[config.mk]
export PLATFORM = sky130hd
export DESIGN_NAME = ddr_ctrl_axil_responder
export DESIGN_NICKNAME = d
export VERILOG_FILES = /design/src/rtl/ddr_ctrl_rsp_pkg.sv /design/src/rtl/ddr_ctrl_rsp_regfile.sv /design/src/rtl/ddr_ctrl_axil_responder.sv
export SDC_FILE = /design/constraint.sdc
export NUM_CORES = 1
export LEC_CHECK = 0
export ABC_AREA = 0
export CORE_MARGIN = 10
export CORE_UTILIZATION = 50
export CTS_CLUSTER_DIAMETER = 50
export DETAILED_ROUTE_END_ITERATION = 10
export PLACE_DENSITY = 0.74
export SYNTH_ARGS = -nofsm -noshare
export SYNTH_HDL_FRONTEND = slang
export SYNTH_SLANG_ARGS = --single-unit
[constraint.sdc]
create_clock -name clk_i -period 3 [get_ports clk_i]
set_input_delay 0.75 -clock clk_i [delete_from_list [all_inputs] [get_ports clk_i]]
set_output_delay 0.75 -clock clk_i [all_outputs]
set_load 0.02 [all_outputs]
[src/rtl/ddr_ctrl_rsp_pkg.sv]
// ddr_ctrl_rsp_pkg: register offsets, AXI response codes and decode helpers for the ctrl responder.
// Shared by both build flavours (DDR_CTRL_RSP_SLVERR_EN only affects the regfile).
package ddr_ctrl_rsp_pkg;

    localparam logic [7:0] STATUS_OFS      = 8'h00;
    localparam logic [7:0] INTR_STATE_OFS  = 8'h04;
    localparam logic [7:0] INTR_ENABLE_OFS = 8'h08;
    localparam logic [7:0] SCRATCH_OFS     = 8'h0C;

    localparam logic [1:0] RESP_OKAY   = 2'b00;
    localparam logic [1:0] RESP_SLVERR = 2'b10;

    typedef logic [5:0] reg_idx_t;

    function automatic reg_idx_t ofs2idx(input logic [7:0] ofs);
        return ofs[7:2];
    endfunction

endpackage

[src/rtl/ddr_ctrl_rsp_regfile.sv]
// ddr_ctrl_rsp_regfile: decode, status/interrupt/scratch storage and registered interrupt.
// DDR_CTRL_RSP_SLVERR_EN selects SLVERR instead of OKAY for out-of-range accesses.
module ddr_ctrl_rsp_regfile
    import ddr_ctrl_rsp_pkg::*;
#(
    parameter int          NumScratch    = 4,
    parameter logic [31:0] ScratchRstVal = 32'h0
) (
    input  logic        clk_i,
    input  logic        rst_ni,
    input  logic        i_wr_en,
    input  logic [31:2] i_wr_addr,
    input  logic [31:0] i_wr_data,
    input  logic [31:2] i_rd_addr,
    input  logic        i_calib,
    output logic [31:0] o_rd_data,
    output logic [1:0]  o_rd_resp,
    output logic [1:0]  o_wr_resp,
    output logic        o_intr
);

`ifdef DDR_CTRL_RSP_SLVERR_EN
    localparam logic [1:0] ErrResp = RESP_SLVERR;
`else
    localparam logic [1:0] ErrResp = RESP_OKAY;
`endif

    localparam reg_idx_t ScrIdx  = ofs2idx(SCRATCH_OFS);
    localparam reg_idx_t LastIdx = reg_idx_t'(int'(ScrIdx) + NumScratch - 1);

    function automatic logic hit(input logic [31:2] a);
        return (a[31:8] == 24'h0) && (a[7:2] <= LastIdx);
    endfunction

    logic [31:0] r_scratch [NumScratch];
    logic        r_calib_q;
    logic        r_intr_state;
    logic        r_intr_enable;
    logic        r_intr;

    reg_idx_t    w_wr_idx;
    reg_idx_t    w_rd_idx;
    logic        w_wr_ok;
    logic        w_rd_ok;
    logic        w_we;
    logic        w_clr;
    logic        w_rise;
    logic [31:0] w_rd_data;

    assign w_wr_idx = i_wr_addr[7:2];
    assign w_rd_idx = i_rd_addr[7:2];
    assign w_wr_ok  = hit(i_wr_addr);
    assign w_rd_ok  = hit(i_rd_addr);
    assign w_we     = i_wr_en & w_wr_ok;
    assign w_clr    = w_we & (w_wr_idx == ofs2idx(INTR_STATE_OFS)) & i_wr_data[0];
    assign w_rise   = i_calib & ~r_calib_q;

    // Set takes priority over a same-cycle W1C clear.
    always_ff @(posedge clk_i or negedge rst_ni) begin
        if (!rst_ni) begin
            r_calib_q     <= 1'b0;
            r_intr_state  <= 1'b0;
            r_intr_enable <= 1'b0;
            r_intr        <= 1'b0;
            for (int k = 0; k < NumScratch; k++) r_scratch[k] <= ScratchRstVal;
        end else begin
            r_calib_q    <= i_calib;
            r_intr_state <= w_rise | (r_intr_state & ~w_clr);
            r_intr       <= r_intr_state & r_intr_enable;
            if (w_we && w_wr_idx == ofs2idx(INTR_ENABLE_OFS)) r_intr_enable <= i_wr_data[0];
            for (int k = 0; k < NumScratch; k++)
                if (w_we && w_wr_idx == reg_idx_t'(int'(ScrIdx) + k)) r_scratch[k] <= i_wr_data;
        end
    end

    always_comb begin
        w_rd_data = 32'h0;
        if (w_rd_idx == ofs2idx(STATUS_OFS))      w_rd_data = {31'h0, i_calib};
        if (w_rd_idx == ofs2idx(INTR_STATE_OFS))  w_rd_data = {31'h0, r_intr_state};
        if (w_rd_idx == ofs2idx(INTR_ENABLE_OFS)) w_rd_data = {31'h0, r_intr_enable};
        for (int k = 0; k < NumScratch; k++)
            if (w_rd_idx == reg_idx_t'(int'(ScrIdx) + k)) w_rd_data = r_scratch[k];
        if (!w_rd_ok) w_rd_data = 32'h0;
    end

    assign o_rd_data = w_rd_data;
    assign o_rd_resp = w_rd_ok ? RESP_OKAY : ErrResp;
    assign o_wr_resp = w_wr_ok ? RESP_OKAY : ErrResp;
    assign o_intr    = r_intr;

endmodule

[src/rtl/ddr_ctrl_axil_responder.sv]
// ddr_ctrl_axil_responder: AXI4-Lite ctrl-port responder with status, interrupt and scratch registers.
// Define DDR_CTRL_RSP_SLVERR_EN to return SLVERR on out-of-range accesses.
module ddr_ctrl_axil_responder
    import ddr_ctrl_rsp_pkg::*;
#(
    parameter int          NumScratch    = 4,
    parameter logic [31:0] ScratchRstVal = 32'h0
) (
    input  logic        clk_i,
    input  logic        rst_ni,
    input  logic        axi_aw_valid_i,
    output logic        axi_aw_ready_o,
    input  logic [31:0] axi_aw_addr_i,
    input  logic        axi_w_valid_i,
    output logic        axi_w_ready_o,
    input  logic [31:0] axi_w_data_i,
    output logic        axi_b_valid_o,
    input  logic        axi_b_ready_i,
    output logic [1:0]  axi_b_resp_o,
    input  logic        axi_ar_valid_i,
    output logic        axi_ar_ready_o,
    input  logic [31:0] axi_ar_addr_i,
    output logic        axi_r_valid_o,
    input  logic        axi_r_ready_i,
    output logic [31:0] axi_r_data_o,
    output logic [1:0]  axi_r_resp_o,
    input  logic        calib_complete_i,
    output logic        interrupt_o
);

    logic        r_aw_held;
    logic [31:2] r_aw_addr;
    logic        r_w_held;
    logic [31:0] r_w_data;
    logic        r_b_valid;
    logic [1:0]  r_b_resp;
    logic        r_r_valid;
    logic [31:0] r_r_data;
    logic [1:0]  r_r_resp;

    logic        w_aw_hs;
    logic        w_w_hs;
    logic        w_ar_hs;
    logic        w_commit;
    logic [31:2] w_wr_addr;
    logic [31:0] w_wr_data;
    logic [31:0] w_rd_data;
    logic [1:0]  w_rd_resp;
    logic [1:0]  w_wr_resp;
    logic        w_unused;

    assign axi_aw_ready_o = !r_aw_held && !r_b_valid;
    assign axi_w_ready_o  = !r_w_held && !r_b_valid;
    assign axi_ar_ready_o = !r_r_valid;

    assign w_aw_hs   = axi_aw_valid_i && axi_aw_ready_o;
    assign w_w_hs    = axi_w_valid_i && axi_w_ready_o;
    assign w_ar_hs   = axi_ar_valid_i && axi_ar_ready_o;
    // Commit as soon as both halves are available, held or landing this cycle.
    assign w_commit  = (r_aw_held || w_aw_hs) && (r_w_held || w_w_hs);
    assign w_wr_addr = r_aw_held ? r_aw_addr : axi_aw_addr_i[31:2];
    assign w_wr_data = r_w_held ? r_w_data : axi_w_data_i;
    assign w_unused  = ^{axi_aw_addr_i[1:0], axi_ar_addr_i[1:0]};

    ddr_ctrl_rsp_regfile #(
        .NumScratch    (NumScratch),
        .ScratchRstVal (ScratchRstVal)
    ) u_regfile (
        .clk_i     (clk_i),
        .rst_ni    (rst_ni),
        .i_wr_en   (w_commit),
        .i_wr_addr (w_wr_addr),
        .i_wr_data (w_wr_data),
        .i_rd_addr (axi_ar_addr_i[31:2]),
        .i_calib   (calib_complete_i),
        .o_rd_data (w_rd_data),
        .o_rd_resp (w_rd_resp),
        .o_wr_resp (w_wr_resp),
        .o_intr    (interrupt_o)
    );

    always_ff @(posedge clk_i or negedge rst_ni) begin
        if (!rst_ni) begin
            r_aw_held <= 1'b0;
            r_aw_addr <= '0;
            r_w_held  <= 1'b0;
            r_w_data  <= '0;
            r_b_valid <= 1'b0;
            r_b_resp  <= RESP_OKAY;
        end else begin
            if (w_aw_hs) r_aw_addr <= axi_aw_addr_i[31:2];
            if (w_w_hs) r_w_data <= axi_w_data_i;
            if (r_b_valid && axi_b_ready_i) r_b_valid <= 1'b0;
            if (w_commit) begin
                r_aw_held <= 1'b0;
                r_w_held  <= 1'b0;
                r_b_valid <= 1'b1;
                r_b_resp  <= w_wr_resp;
            end else begin
                if (w_aw_hs) r_aw_held <= 1'b1;
                if (w_w_hs) r_w_held <= 1'b1;
            end
        end
    end

    always_ff @(posedge clk_i or negedge rst_ni) begin
        if (!rst_ni) begin
            r_r_valid <= 1'b0;
            r_r_data  <= 32'h0;
            r_r_resp  <= RESP_OKAY;
        end else if (w_ar_hs) begin
            r_r_valid <= 1'b1;
            r_r_data  <= w_rd_data;
            r_r_resp  <= w_rd_resp;
        end else if (axi_r_ready_i) begin
            r_r_valid <= 1'b0;
        end
    end

    assign axi_b_valid_o = r_b_valid;
    assign axi_b_resp_o  = r_b_resp;
    assign axi_r_valid_o = r_r_valid;
    assign axi_r_data_o  = r_r_data;
    assign axi_r_resp_o  = r_r_resp;

endmodule
# ---- Word level (Yosys, flattened, before mapping)
# Index checks and enable logic that the tools add are counted.
dict set report op_classes {
  n_addsub 0
  n_mul 0
  n_div 0
  magnitude_cmp 2
  eq_ne 12
  n_shift 0
  n_mux 18
  bitwise_logic 9
  reduce_logical 27
}
# operator n
set op_table {}
lappend op_table {{$mux W32} 6}
lappend op_table {{$logic_not A24 Y1} 2}
lappend op_table {{$eq A6 B3 Y1 const B} 6}
lappend op_table {{$mux W30} 1}
lappend op_table {{$eq A6 B2 Y1 const B} 4}
lappend op_table {{$logic_and A1 B1 Y1} 14}
lappend op_table {{$eq A6 B1 Y1 const B} 2}
lappend op_table {{$le A6 B3 Y1 const B} 2}
lappend op_table {{$mux W1} 11}
lappend op_table {{$reduce_bool A2 Y1} 4}
lappend op_table {{$and A1 B1 Y1} 6}
lappend op_table {{$logic_not A6 Y1} 1}
lappend op_table {{$logic_not A1 Y1} 4}
lappend op_table {{$logic_or A1 B1 Y1} 2}
lappend op_table {{$not A1 Y1} 2}
lappend op_table {{$or A1 B1 Y1} 1}
dict set report totals {
  register_bits 230
  latchBits 0
  ram_bits 0
  romBits 0
  input_bits 104
  output_inout_bits 42
  elab_cells 83
  memories 0
}

# ---- Depth between registers and ports, before layout
# Gate-level depths: netlist of the first run.
dict set report logic_depth {
  word_depth 11
  ltp_mapped 8
  mapped_depth_nobuf 5
}

# ---- Cells and area by module
# Synthesis of the first run repeated with hierarchy kept, for this count alone.
dict set report unflattened {
  cells_unflattened 785
  area_unflattened_um2 11091.9
}
# module n_inst cells_per_inst area_per_inst_um2 seq_area_each_um2
set by_module_without_submodules {}
lappend by_module_without_submodules {ddr_ctrl_rsp_regfile 1 487 6392.4 3303.2}
lappend by_module_without_submodules {ddr_ctrl_axil_responder 1 298 4699.5 2552.4}

# ---- Least setup slack after synthesis of the first run
# No wires, ideal clock.
dict set report synth_timing {
  kind {in2reg}
  startpoint {input axi_aw_addr_i[17]}
  endpoint {register u_regfile.r_scratch[35] (netlist name)}
  setup_ns 0.128
  arrival_ns 2.237
  required_time_ns 2.872
  setup_slack_ns 0.635
  cell_stages 6
  n_path_buf 1
  cell_sequence {nor4_1 > nand4_1 > a221oi_4 > nand3_1 > buf_2 > mux2_1}
}
dict set report synth_via {
  elab_chain_cells 5
}
# item line
set synth_rtl {}
lappend synth_rtl {{start, declared} ddr_ctrl_axil_responder.sv:13} ;# input logic [31:0] axi_aw_addr_i,
lappend synth_rtl {{$mux W30} ddr_ctrl_axil_responder.sv:61} ;# assign w_wr_addr = r_aw_held ? r_aw_addr : axi_aw_addr_i[31:2];
lappend synth_rtl {{$logic_not A24 Y1} ddr_ctrl_rsp_regfile.sv:32} ;# return (a[31:8] == 24'h0) && (a[7:2] <= LastIdx);
lappend synth_rtl {{$logic_and A1 B1 Y1} ddr_ctrl_rsp_regfile.sv:32}
lappend synth_rtl {{$and A1 B1 Y1} ddr_ctrl_rsp_regfile.sv:54} ;# assign w_we = i_wr_en & w_wr_ok;
lappend synth_rtl {{$logic_and A1 B1 Y1} ddr_ctrl_rsp_regfile.sv:72} ;# if (w_we && w_wr_idx == reg_idx_t'(int'(ScrIdx) + k)) r_scratch[k] <= i_wr_data;
lappend synth_rtl {{end, declared} ddr_ctrl_rsp_regfile.sv:35} ;# logic [31:0] r_scratch [NumScratch];
# No other way between the ends.
# A chain may end at the register's enable or synchronous reset.

# ---- Worst setup path in the final report of the first run
dict set report layout_timing {
  startpoint {register r_aw_held}
  endpoint {output axi_aw_ready_o}
}
dict set report layout_via {
  elab_chain_cells 2
}
# item line
set layout_rtl {}
lappend layout_rtl {{start, declared} ddr_ctrl_axil_responder.sv:31} ;# logic r_aw_held;
lappend layout_rtl {{start signal, assigned} ddr_ctrl_axil_responder.sv:84} ;# r_aw_held <= 1'b0;
lappend layout_rtl {{start signal, assigned} ddr_ctrl_axil_responder.sv:95} ;# r_aw_held <= 1'b0;
lappend layout_rtl {{start signal, assigned} ddr_ctrl_axil_responder.sv:100} ;# if (w_aw_hs) r_aw_held <= 1'b1;
lappend layout_rtl {{$logic_not A1 Y1} ddr_ctrl_axil_responder.sv:52} ;# assign axi_aw_ready_o = !r_aw_held && !r_b_valid;
lappend layout_rtl {{$logic_and A1 B1 Y1} ddr_ctrl_axil_responder.sv:52}
lappend layout_rtl {{end, declared} ddr_ctrl_axil_responder.sv:12} ;# output logic axi_aw_ready_o,
# No other way between the ends.

==> results of run 1 <==
-- flip-flops by register name, summed over array words and instances, names as in the netlist --
signal,flops
u_regfile.r_intr_state,1
axi_r_valid_o,1
axi_b_valid_o,1
r_aw_held,1
r_w_data,32
u_regfile.r_scratch,128
r_aw_addr,30
r_w_held,1
u_regfile.r_calib_q,1
u_regfile.r_intr_enable,1
axi_r_data_o,32
u_regfile.o_intr,1
-- layer usage --
layer  routed length, um  vias up
met5                   0        -
met4                 270        0
met3                1490       23
met2               11600      181
met1               10800     3500
li1                    -     3157
-- final cells by class --
class / instances / area, um^2 / share of cell area
diodes: 1 / 2.50 / 0.000192
repair buffers: 166 / 1730 / 0.132
clock buffers: 34 / 752 / 0.0577
flip-flops and latches: 230 / 5760 / 0.442
clock inverters: 14 / 195 / 0.0150
multi-input cells: 506 / 4250 / 0.326
well taps: 270 / 338 / 0.0259
inverters: 4 / 15.0 / 0.00115
-- critical path, stage by stage, from the launching register on --
cell and delay (ps):
dfrtp_1 400, buf_4 210, nor2_1 140, clkdlybuf4s50_1 640
-- kinds of logic after synthesis --
kind of cell | Yosys count | share of synthesized area
compound gates | 111 | 0.0688
buf+inv | 57 | 0.0244
flops | 230 | 0.563
mux | 258 | 0.281
other cells | 1 | 0.000367
simple gates | 133 | 0.0621
-- worst max path at each step --
stage                          startpoint                                   to  slack, ps
global placement        axi_aw_addr_i[12]  u_regfile.r_scratch[57]$_DFFE_PN0P_        -30
CTS                 r_aw_held$_DFFE_PN0P_                       axi_aw_ready_o        310
finish              r_aw_held$_DFFE_PN0P_                       axi_aw_ready_o        350
floorplan               axi_aw_addr_i[17]  u_regfile.r_scratch[35]$_DFFE_PN0P_        630
global route            axi_aw_addr_i[12]  u_regfile.r_scratch[52]$_DFFE_PN0P_        260
detailed placement       axi_aw_addr_i[8]  u_regfile.r_scratch[58]$_DFFE_PN0P_        -50
-- per-stage QoR --
stage               power [W]  std cells
floorplan             0.00507        793
global placement      0.00567       1176
detailed placement    0.00574       1176
CTS                   0.00915       1224
global route          0.00947       1225
finish                0.00905       1225
-- cells in the final DEF (no fill, tap or decap), drive strengths merged, types with 4 or more instances in the layout --
master / Yosys / routed
mux2: 223 / 223
nor3: 8 / 8
clkbuf: 25 / 34
a22oi: 31 / 31
bufinv: 0 / 4
mux2i: 34 / 34
inv: 4 / 6
buf: 28 / 31
nand3: 4 / 4
o21ai: 63 / 63
conb: 1 / 4
dfrtp: 230 / 230
clkinv: 0 / 5
clkdlybuf4s50: 0 / 135
nor4: 15 / 15
nor2b: 5 / 5
nand2: 72 / 72
nor2: 12 / 12
nand4: 6 / 6
-- power by group --
group	leakage, nW	internal, W	switching (W)
Combinational	2.35	0.000971	0.000870
Sequential	3.06	0.00356	0.000255
Clock	0.459	0.00212	0.00126
Total	5.87	0.00666	0.00239
==> results_dict.tcl, run 1 <==
set metrics [dict create \
    cts_resized 0 \
    p_per_area_nw_per_um2 694 \
    ys_ff_latch 230 \
    drive_above_1_share 0.325 \
    dieArea_um2 26600 \
    ir_drop_mv 0.566 \
    setup_ws_ps 349 \
    p_leak_nw 5.87 \
    grt_max_degree 79 \
    utilization 0.646 \
    clock-root-buffer "clkbuf_16" \
    initial_utilization 0.507 \
    timing.fmax_mhz 377 \
    holdWs_ps 210 \
    drt-initial-drc-count 400 \
    antenna_found_initial 1 \
    status "finished clean" \
    cts_tree "built" \
    synth-warning-count 0 \
    track_usage 0.181 \
    dpl_cell_area_um2 12100 \
    area_delta_synth_final_pct 27.6 \
    reg2reg_depth 6 \
    setup_viol_count_final 0 \
    rsz0062_at_grt "no" \
    ys_seq_area_frac 0.563 \
    worst_pin_slew_ps 606 \
    grt_pass1_vias 7358 \
    synth_top_area_share 0.563 \
    floorplan.io_pins 146 \
    core_um2 20200 \
    yosysUniqueCellTypes 40 \
    min_period_ps 2650 \
    grtUsageMet2 0.302 \
    via_count 6861 \
    firstDrtPassIters 5 \
    synth_edf_count 0 \
    tns_ps 0 \
    post_cts_buffers 0 \
    synth.area.top_cells "dfrtp_1 56%, mux2_2 24%, mux2i_1 3.3%, o21ai_0 3.1%, nand2_1 2.6%" \
    r2r_start "r_aw_addr[12]$_DFFE_PN0P_" \
    hold_viol_final 0 \
    reg2reg_slack_ps 680 \
    grt_overflow 0 \
    syn_avg_cell_area_um2 12.9 \
    design_area_um2 13000 \
    cp-end-kind "output port" \
    maxSlewHeadroom 0.596 \
    io_buffer_count 137 \
    async_flop_share 1.00 \
    use_met1 0.237 \
    crit_arrival_ps 1900 \
    fin_crit_sh 0.884 \
    skew_ps 13.2 \
    routedWlPerCell_um 19.7 \
    startpoint_type "flip-flop" \
    dieWidth_um 163 \
    crit_type "flip-flop to output port" \
    hold_path.class "input port to async pin" \
    via_per_inst 5.60 \
    clk_latency_ps 520 \
    drtAntennaViolNets 0 \
    synth_ff_type "dfrtp_1" \
    synth_cells 790 \
    grt_use_met3 0.0399 \
    num-fill-cells 1559 \
    finalMaxSlewViolations 0 \
    rows 52 \
    ys_top_cells_by_count "230 x dfrtp_1, 222 x mux2_2, 72 x nand2_1" \
    clk_pin_slew_ps 60 \
    clkSinkCount 230 \
    drc 0 \
    yosysMostFrequentCell "dfrtp_1" \
    worstPathMaxFanout 20 \
    reg2reg_to "u_regfile.r_scratch[53]$_DFFE_PN0P_" \
    cts_hold_buf 0 \
    wirelength_um 24100 \
    cts_max_level 1 \
    cap_violations 0 \
    synth_area_leader_cell "dfrtp_1" \
    cts_buffer_depth 3 \
    pre_cts_ws_ps -46.1 \
    die_height_um 163 \
    cts_buffers 26 \
    worstPathRequired_ps 2250 \
    grt_pass1_wl_um 39300 \
    layout.nets 1038 \
    top_usage_layer "met2" \
    place_congestion 0.835 \
    syn-cell-area_um2 10200 \
    hpwl_um 15700 \
]
Note: power is estimated with default switching activity, not from simulation.
==> run 2, diff against run 1 <==
==> constraint.sdc (replaced) <==
create_clock -name clk_i -period 3 [get_ports clk_i]
set_input_delay 0.6 -clock clk_i [delete_from_list [all_inputs] [get_ports clk_i]]
set_output_delay 0.6 -clock clk_i [all_outputs]
set_load 0.02 [all_outputs]
==> run 2 against run 1 <==
Compared with the run above:
- core utilization shrank 0.57 points
- final cell count is 0.73% lower
- sequential power rose by 2%
- critical endpoint is now axi_w_ready_o
- highest routed layer unchanged
- clock skew decreased by 2.8 ps
- worst hold slack improved by 260 ps
- power decreased by 1.8%
- combinational power fell by 4%
- critical path depth down 1
- cell area shrank 0.88%
==> results_dict.tcl, run 2 (synthesis gave the netlist of run 1 again) <==
set metrics [dict create \
    status "finished clean" \
    wirelength_um 23800 \
    clk_latency_ps 520 \
    r2r_start "r_aw_held$_DFFE_PN0P_" \
    hold_path_end "axi_r_data_o[7]$_DFFE_PN0P_" \
    startpoint_type "flip-flop" \
    p_comb_frac 0.200 \
    p_per_area_nw_per_um2 687 \
    power.total_w 0.00888 \
    cap_violations 0 \
    io_buffer_count 137 \
    tns_ps 0 \
    largest_register_ffs 128 \
    dieArea_um2 26600 \
    hpwl_um 15900 \
    holdWs_ps 475 \
    post_cts_buffers 0 \
    cts_buffer_depth 3 \
    initial_utilization 0.507 \
    crit_arrival_ps 1940 \
    multi_input_comb_area_um2 4250 \
    worst_pin_slew_ps 702 \
    power_frac_clock 0.363 \
    hold_path.class "flip-flop to flip-flop" \
    finalMaxSlewViolations 0 \
    grt_pass1_vias 7326 \
    grt_max_degree 92 \
    reg2reg_slack_ps 530 \
    final_cells 1216 \
    cell_internal_pwr_w 0.00659 \
    mostFrequentLayoutCells "229 x dfrtp_1, 222 x mux2_2, 135 x clkdlybuf4s50_1, 70 x nand2_1, 63 x o21ai_0" \
    hold_viol_final 0 \
    cts_tree "built" \
    ir_drop_mv 0.636 \
    mostFrequentLayoutCell "dfrtp_1" \
    reg2reg_to "u_regfile.r_scratch[56]$_DFFE_PN0P_" \
    antenna_found_initial 0 \
    area_delta_synth_final_pct 26.4 \
    clk_pin_slew_ps 60 \
    swShare 0.258 \
    antenna_cells 0 \
    via_per_inst 5.63 \
    grt_overflow 0 \
    clkSinkCount 230 \
    cp-end-kind "output port" \
    maxSlewHeadroom 0.532 \
    fin_crit_sh 0.847 \
    drt-initial-drc-count 324 \
    rsz0062_at_grt "no" \
    hp-start "axi_r_data_o[7]$_DFFE_PN0P_" \
    place_congestion 0.836 \
    dieWidth_um 163 \
    cts_buffers 26 \
    track_usage 0.180 \
    core_um2 20200 \
    seqCellArea_um2 5760 \
    power_frac_seq 0.437 \
    skew_ps 10.5 \
    drc 0 \
    setup_viol_count_final 0 \
    worstPathMaxFanout 17 \
    drtAntennaViolNets 0 \
    net-switching-power_w 0.00230 \
    die_height_um 163 \
    floorplan.io_pins 146 \
    place_inst 1174 \
    top_register "u_regfile.r_scratch" \
    utilization 0.641 \
    firstDrtPassIters 4 \
    min_period_ps 2540 \
    cts_resized 0 \
    worstPathRequired_ps 2400 \
    num-fill-cells 1548 \
    grt_pass1_wl_um 38900 \
    clock-root-buffer "clkbuf_16" \
    drive_above_1_share 0.315 \
    rows 52 \
    cts_max_level 1 \
    routedWlPerCell_um 19.5 \
    timing.fmax_mhz 393 \
    reg2reg_depth 6 \
    via_count 6848 \
    min_path_cells 2 \
    layout.nets 1037 \
    crit_type "flip-flop to output port" \
    p_leak_nw 5.82 \
]
run 2: cell types whose count changed in the layout (fill, tap and decap cells not counted), sizes merged:
| cell | change |
|---|---|
| clkinv | -5 |
| buf | -2 |
| clkbuf | +2 |
| clkinvlp | -2 |
| inv | -2 |
| diode | -1 |
| dlygate4sd3 | +1 |
run 2: what timing repair did:
action	CTS	global route
hold endpoints to repair	38	0
endpoints found under the setup margin	0	0
hold buffers	1	0
run 2: worst max path at each step:
| stage | from | end | depth (start not counted) | slack (ps) |
|---|---|---|---|---|
| after CTS | r_w_held$_DFFE_PN0P_ | axi_w_ready_o | 2 | 390 |
| final | r_w_held$_DFFE_PN0P_ | axi_w_ready_o | 2 | 460 |
| after global placement | axi_aw_addr_i[8] | u_regfile.r_scratch[53]$_DFFE_PN0P_ | 7 | 120 |
| after detailed placement | axi_aw_addr_i[24] | u_regfile.r_scratch[58]$_DFFE_PN0P_ | 7 | 90 |
| after global routing | r_w_held$_DFFE_PN0P_ | axi_w_ready_o | 2 | 340 |
| after floorplan | axi_aw_addr_i[17] | u_regfile.r_scratch[35]$_DFFE_PN0P_ | 6 | 780 |
run 2: cell type report:
class,count,area share
Tap cell,270,0.0261
Clock buffer,36,0.0580
Multi-Input combinational cell,506,0.329
Sequential cell,230,0.445
Inverter,4,0.00116
Clock inverter,5,0.00988
Timing Repair Buffer,165,0.130
run 2: critical path, stage by stage (launching register included):
cell and delay, ps:
dfrtp_2 570, nor2_1 220, clkdlybuf4s50_1 630
run 2: layer usage:
| layer | GRT usage | part of all wire | vias up |
|---|---|---|---|
| met5 | 0 | 0 | - |
| met4 | 0.0410 | 0.019 | 0 |
| met3 | 0.0410 | 0.065 | 34 |
| met2 | 0.303 | 0.48 | 167 |
| met1 | 0.231 | 0.44 | 3500 |
| li1 | - | - | 3147 |
run 2: power groups by stage:
stage | Sequential [W] | Combinational, W | Clock (W)
floorplan | 0.00379 | 0.00128 | 0
global placement | 0.00390 | 0.00177 | 0
detailed placement | 0.00393 | 0.00180 | 0
CTS | 0.00388 | 0.00181 | 0.00331
global route | 0.00395 | 0.00195 | 0.00344
finish | 0.00388 | 0.00177 | 0.00323
run 2: through the flow:
stage               cell area (um^2)  setup slack, ps
finish                         12900              458
CTS                            12900              394
global placement               12000              124
floorplan                      10200              785
detailed placement             12000             88.5
global route                   12900              337
==> edit 1: new RTL, flow settings as in run 2 <==
Build with the macro `DDR_CTRL_RSP_SLVERR_EN` defined.
--- a/src/rtl/ddr_ctrl_rsp_regfile.sv
+++ b/src/rtl/ddr_ctrl_rsp_regfile.sv
@@ -1,4 +1,6 @@
 // ddr_ctrl_rsp_regfile: decode, status/interrupt/scratch storage and registered interrupt.
 // DDR_CTRL_RSP_SLVERR_EN selects SLVERR instead of OKAY for out-of-range accesses.
+`define DDR_CTRL_RSP_SLVERR_EN
+
 module ddr_ctrl_rsp_regfile
     import ddr_ctrl_rsp_pkg::*;
Behaviour: not the same (Yosys sat finds a counterexample within 4 cycles, from zero or initial values and one cycle with rst_ni low).
==> edit 1 against run 2 <==
Via count rose by 0.66%. Area after synthesis rose by 2.2%. Sequential share of layout area fell by 0.35 points. Worst setup slack improved by 0.0021 ns. Global-route usage rose by 0.46 points. Critical path depth rose by 1. Total power fell by 0.35%. Hold slack got worse by 0.43 ns. First-iteration DRC count rose by 10%. Synthesized cell count rose by 0.63%. Die area rose by 1.9%. Final area rose by 1.7%. Sequential cell count rose by 2. Wire length rose by 5.1%. Critical endpoint is now axi_aw_ready_o. Largest cell class unchanged.
==> edit 1: results (changes against run 2) <==
hold_path_class: "in -> async"
synth.distinct_cells: 45  # +13%
status: "finished, final reports clean"
use_met2_pct: 31.3  # +0.99 points
skew_ns: 0.0134  # +0.00287 ns
vias: 6893  # +0.66%
synthCells: 795  # +0.63%
drt_iter0_drc: 358  # +10%
dp_slack_ns: 0.0832  # -0.00524 ns
fin_nets: 1050  # +1.3%
vdd_drop_max_uv: 511  # -20%
use_met1_pct: 23.5  # +0.41 points
synth_seq_area_share_pct: 55.6  # -0.72 points
io_buffers: 139  # +1.5%
drt-met1-wl_um: 10800  # +4.8%
grt_max_degree: 78  # -15%
stdcell_count: 1234  # +1.5%
top_layer: "met5"
netlist_top_cells_area: "dfrtp_1 56%, mux2_2 22%, mux2i_1 3.3%, o21ai_0 3.2%, nand2_1 2.4%"
power.density_mw_per_mm2: 674  # -2.0%
wirelength_um: 25000  # +5.1%
drive_gt1_share_pct: 32.5  # +0.97 points
place.gp.congestion: 0.754  # -9.8%
grt_pass1_vias: 7646  # +4.4%
wl_met3_um: 1610  # +4.4%
combPwrFrac_pct: 20.3  # +0.3 points
antenna_found_initial: 1  # +1
synth_common_cells: "232 x dfrtp_1, 207 x mux2_2, 68 x nand2_1, 66 x o21ai_0, 34 x mux2i_1"
==> edit 1: cell type report <==
type,count,area (um^2),share of cell area (%)
clock inverters,10,110,0.838
inverters,8,30.0,0.229
repair buffers,172,1740,13.2
multi-input cells,506,4340,33.1
well taps,270,338,2.57
flip-flops and latches,232,5810,44.2
clock buffers,36,769,5.86
==> edit 1: final timing paths <==
kind,from,endpoint,slack [ns],cells past startpoint
hold reg to reg,axi_r_data_o[28],axi_r_data_o[28],0.48,2
min in group clk_i,axi_r_data_o[28],axi_r_data_o[28],0.48,2
hold / removal,rst_ni,r_w_data[26],0.05,1
setup reg to reg,r_aw_held,u_regfile.r_scratch[45],0.62,6
setup / recovery,r_aw_held,axi_aw_ready_o,0.46,3
max in group asynchronous,rst_ni,u_regfile.r_scratch[84],2.10,2
==> edit 1: kinds of logic after synthesis <==
family	synth area share [%]
and+or+nand+nor	6.47
buffers and inverters	2.88
other	0.0359
DFF	55.6
muxes	28.0
AOI/OAI and AO/OA	7.07
==> edit 2: new RTL, settings of run 2 <==
Without the edit above. Put a register stage on the output `interrupt_o`, cleared by the reset. The value now appears one clock later. The other outputs are not delayed to match.
--- a/src/rtl/ddr_ctrl_axil_responder.sv
+++ b/src/rtl/ddr_ctrl_axil_responder.sv
@@ -28,4 +28,6 @@
     output logic        interrupt_o
 );
+
+    logic interrupt_d;
 
     logic        r_aw_held;
@@ -77,5 +79,5 @@
         .o_rd_resp (w_rd_resp),
         .o_wr_resp (w_wr_resp),
-        .o_intr    (interrupt_o)
+        .o_intr    (interrupt_d)
     );
 
@@ -124,3 +126,11 @@
     assign axi_r_resp_o  = r_r_resp;
 
+    always_ff @(posedge clk_i or negedge rst_ni) begin
+        if (!rst_ni) begin
+            interrupt_o <= '0;
+        end else begin
+            interrupt_o <= interrupt_d;
+        end
+    end
+
 endmodule
Function: changed (a bounded check fails within 4 cycles, from zero or initial values and one cycle with rst_ni low).
==> edit 2 against run 2 <==
Sequential cell count rose by 1. Total power rose by 0.96%. Final area rose by 0.39%. Synthesized cell count rose by 0.13%. Hold slack got worse by 0.11 ns. Wire length rose by 0.78%. Area after synthesis rose by 0.24%. Worst setup slack got worse by 0.060 ns. Critical endpoint unchanged. Largest cell class unchanged.
==> edit 2: results (changes against run 2) <==
place_area_mm2: 0.0121  # +0.12%
synth_seq_area_share_pct: 56.4  # +0.11 points
synth_common_cells: "231 x dfrtp_1, 222 x mux2_2, 72 x nand2_1, 63 x o21ai_0, 34 x mux2i_1"
clk_path_buf_depth: 3  # unchanged
grt_pass1_vias: 7369  # +0.59%
hold_path_class: "reg -> reg"
postSynthAreaPerCell_um2: 13.0  # +0.12%
clk_latency_ns: 0.52  # about the same
grt_usage_pct: 17.9  # -0.038 points
root_buffer: "clkbuf_16"
r2r_cells: 7  # +1
cts_buffers: 27  # +3.8%
hpwl_um: 16100  # +1.4%
grt_pass1_wl_um: 39000  # +0.20%
power.internal_mw: 6.59  # about the same
place.gp.congestion: 0.902  # +7.9%
top_register: "u_regfile.r_scratch"
yosysWarnings: 0  # unchanged
drt_iter0_drc: 278  # -14%
power_leakage_nw: 5.82  # +0.15%
netlist_top_cells_area: "dfrtp_1 56%, mux2_2 24%, mux2i_1 3.3%, o21ai_0 3.1%, nand2_1 2.6%"
cp_max_fo: 20  # +3
vias: 6897  # +0.72%
skew_ns: 0.00981  # -0.000676 ns
arrival_ns: 2.00  # +0.06 ns
nFillCells: 1534  # -0.90%
antenna_found_initial: 2  # +2
fin_nets: 1041  # +0.39%
drive_gt1_share_pct: 32.1  # +0.65 points
clk_pin_slew_ns: 0.05
cts_max_level: 1  # unchanged
min_path_cells: 0  # -2
worst_slew_pin_slew_ns: 0.559  # -0.143 ns
first_pass_iters: 4  # unchanged
vdd_drop_max_uv: 611  # -3.9%
status: "finished, final reports clean"
crit_path_top_delay_cell: "clkdlybuf4s50_1"
grt_max_degree: 62  # -33%
max_stage_delay_ns: 0.64
wirelength_um: 23900  # +0.78%
stdcell_count: 1227  # +0.90%
[edit 2: changes by cell type in the layout (fill, tap and decap cells not counted)]
cell | run 2 | this run
buf_12 | 8 | 6
clkinv_2 | 0 | 3
buf_4 | 19 | 23
clkbuf_8 | 4 | 2
diode_2 | 0 | 2
clkinv_4 | 0 | 1
clkbuf_1 | 5 | 4
clkinvlp_4 | 1 | 6
dfrtp_1 | 229 | 230
[edit 2: path summary, 6_finish.rpt]
path / from / end / slack (ns)
max in group asynchronous: rst_ni / r_w_data[19] / 1.61
max: r_w_held / axi_w_ready_o / 0.40
min: u_regfile.o_intr / interrupt_o / 0.36
max reg2reg: r_aw_held / u_regfile.r_scratch[54] / 0.60
min in group asynchronous: rst_ni / u_regfile.r_scratch[7] / 0.59
min reg2reg: u_regfile.o_intr / interrupt_o / 0.36
[edit 2: kinds of logic after synthesis]
group / synth area share [%]
compound gates: 6.86
flops: 56.4
buf+inv: 2.43
mux: 28.1
other cells: 0.0366
simple gates: 6.19
[edit 2: power by group through the flow]
stage	combinational, mW	sequential [mW]	clock (mW)
final	1.79	3.89	3.29
after global routing	1.95	3.95	3.49
after CTS	1.82	3.89	3.36
after detailed placement	1.80	3.94	0
after global placement	1.77	3.91	0
after floorplan	1.28	3.80	0
[edit 2: cell type report]
type / count / area (um^2) / share of cell area, %
sequential: 231 / 5780 / 44.6
multi-input combinational: 506 / 4250 / 32.8
timing repair buffer: 167 / 1670 / 12.9
clock buffer: 33 / 718 / 5.54
tap: 270 / 338 / 2.60
clock inverter: 14 / 189 / 1.46
inverter: 4 / 15.0 / 0.116
antenna: 2 / 5.00 / 0.0386
[edit 2: what timing repair did]
action,CTS,global route
hold buffers,1,0
resized for setup,0,0
buffers inserted,0,0
endpoints found under the hold margin,31,0
[edit 2: per-layer routing]
metal / share of wire (%) / global-route usage [%]
met5: 0 / 0
met4: 1.7 / 4.02
met3: 6.9 / 4.15
met2: 48 / 30.0
met1: 43 / 23.3
[edit 2: through the flow]
step                      setup slack, ns  total power, mW  utilization, %
after floorplan                     0.785             5.08               -
after global placement              0.137             5.68            59.7
after detailed placement            0.106             5.74            59.7
after CTS                           0.372             9.07            64.3
after global routing                0.331             9.39            64.3
final                               0.398             8.97            64.3
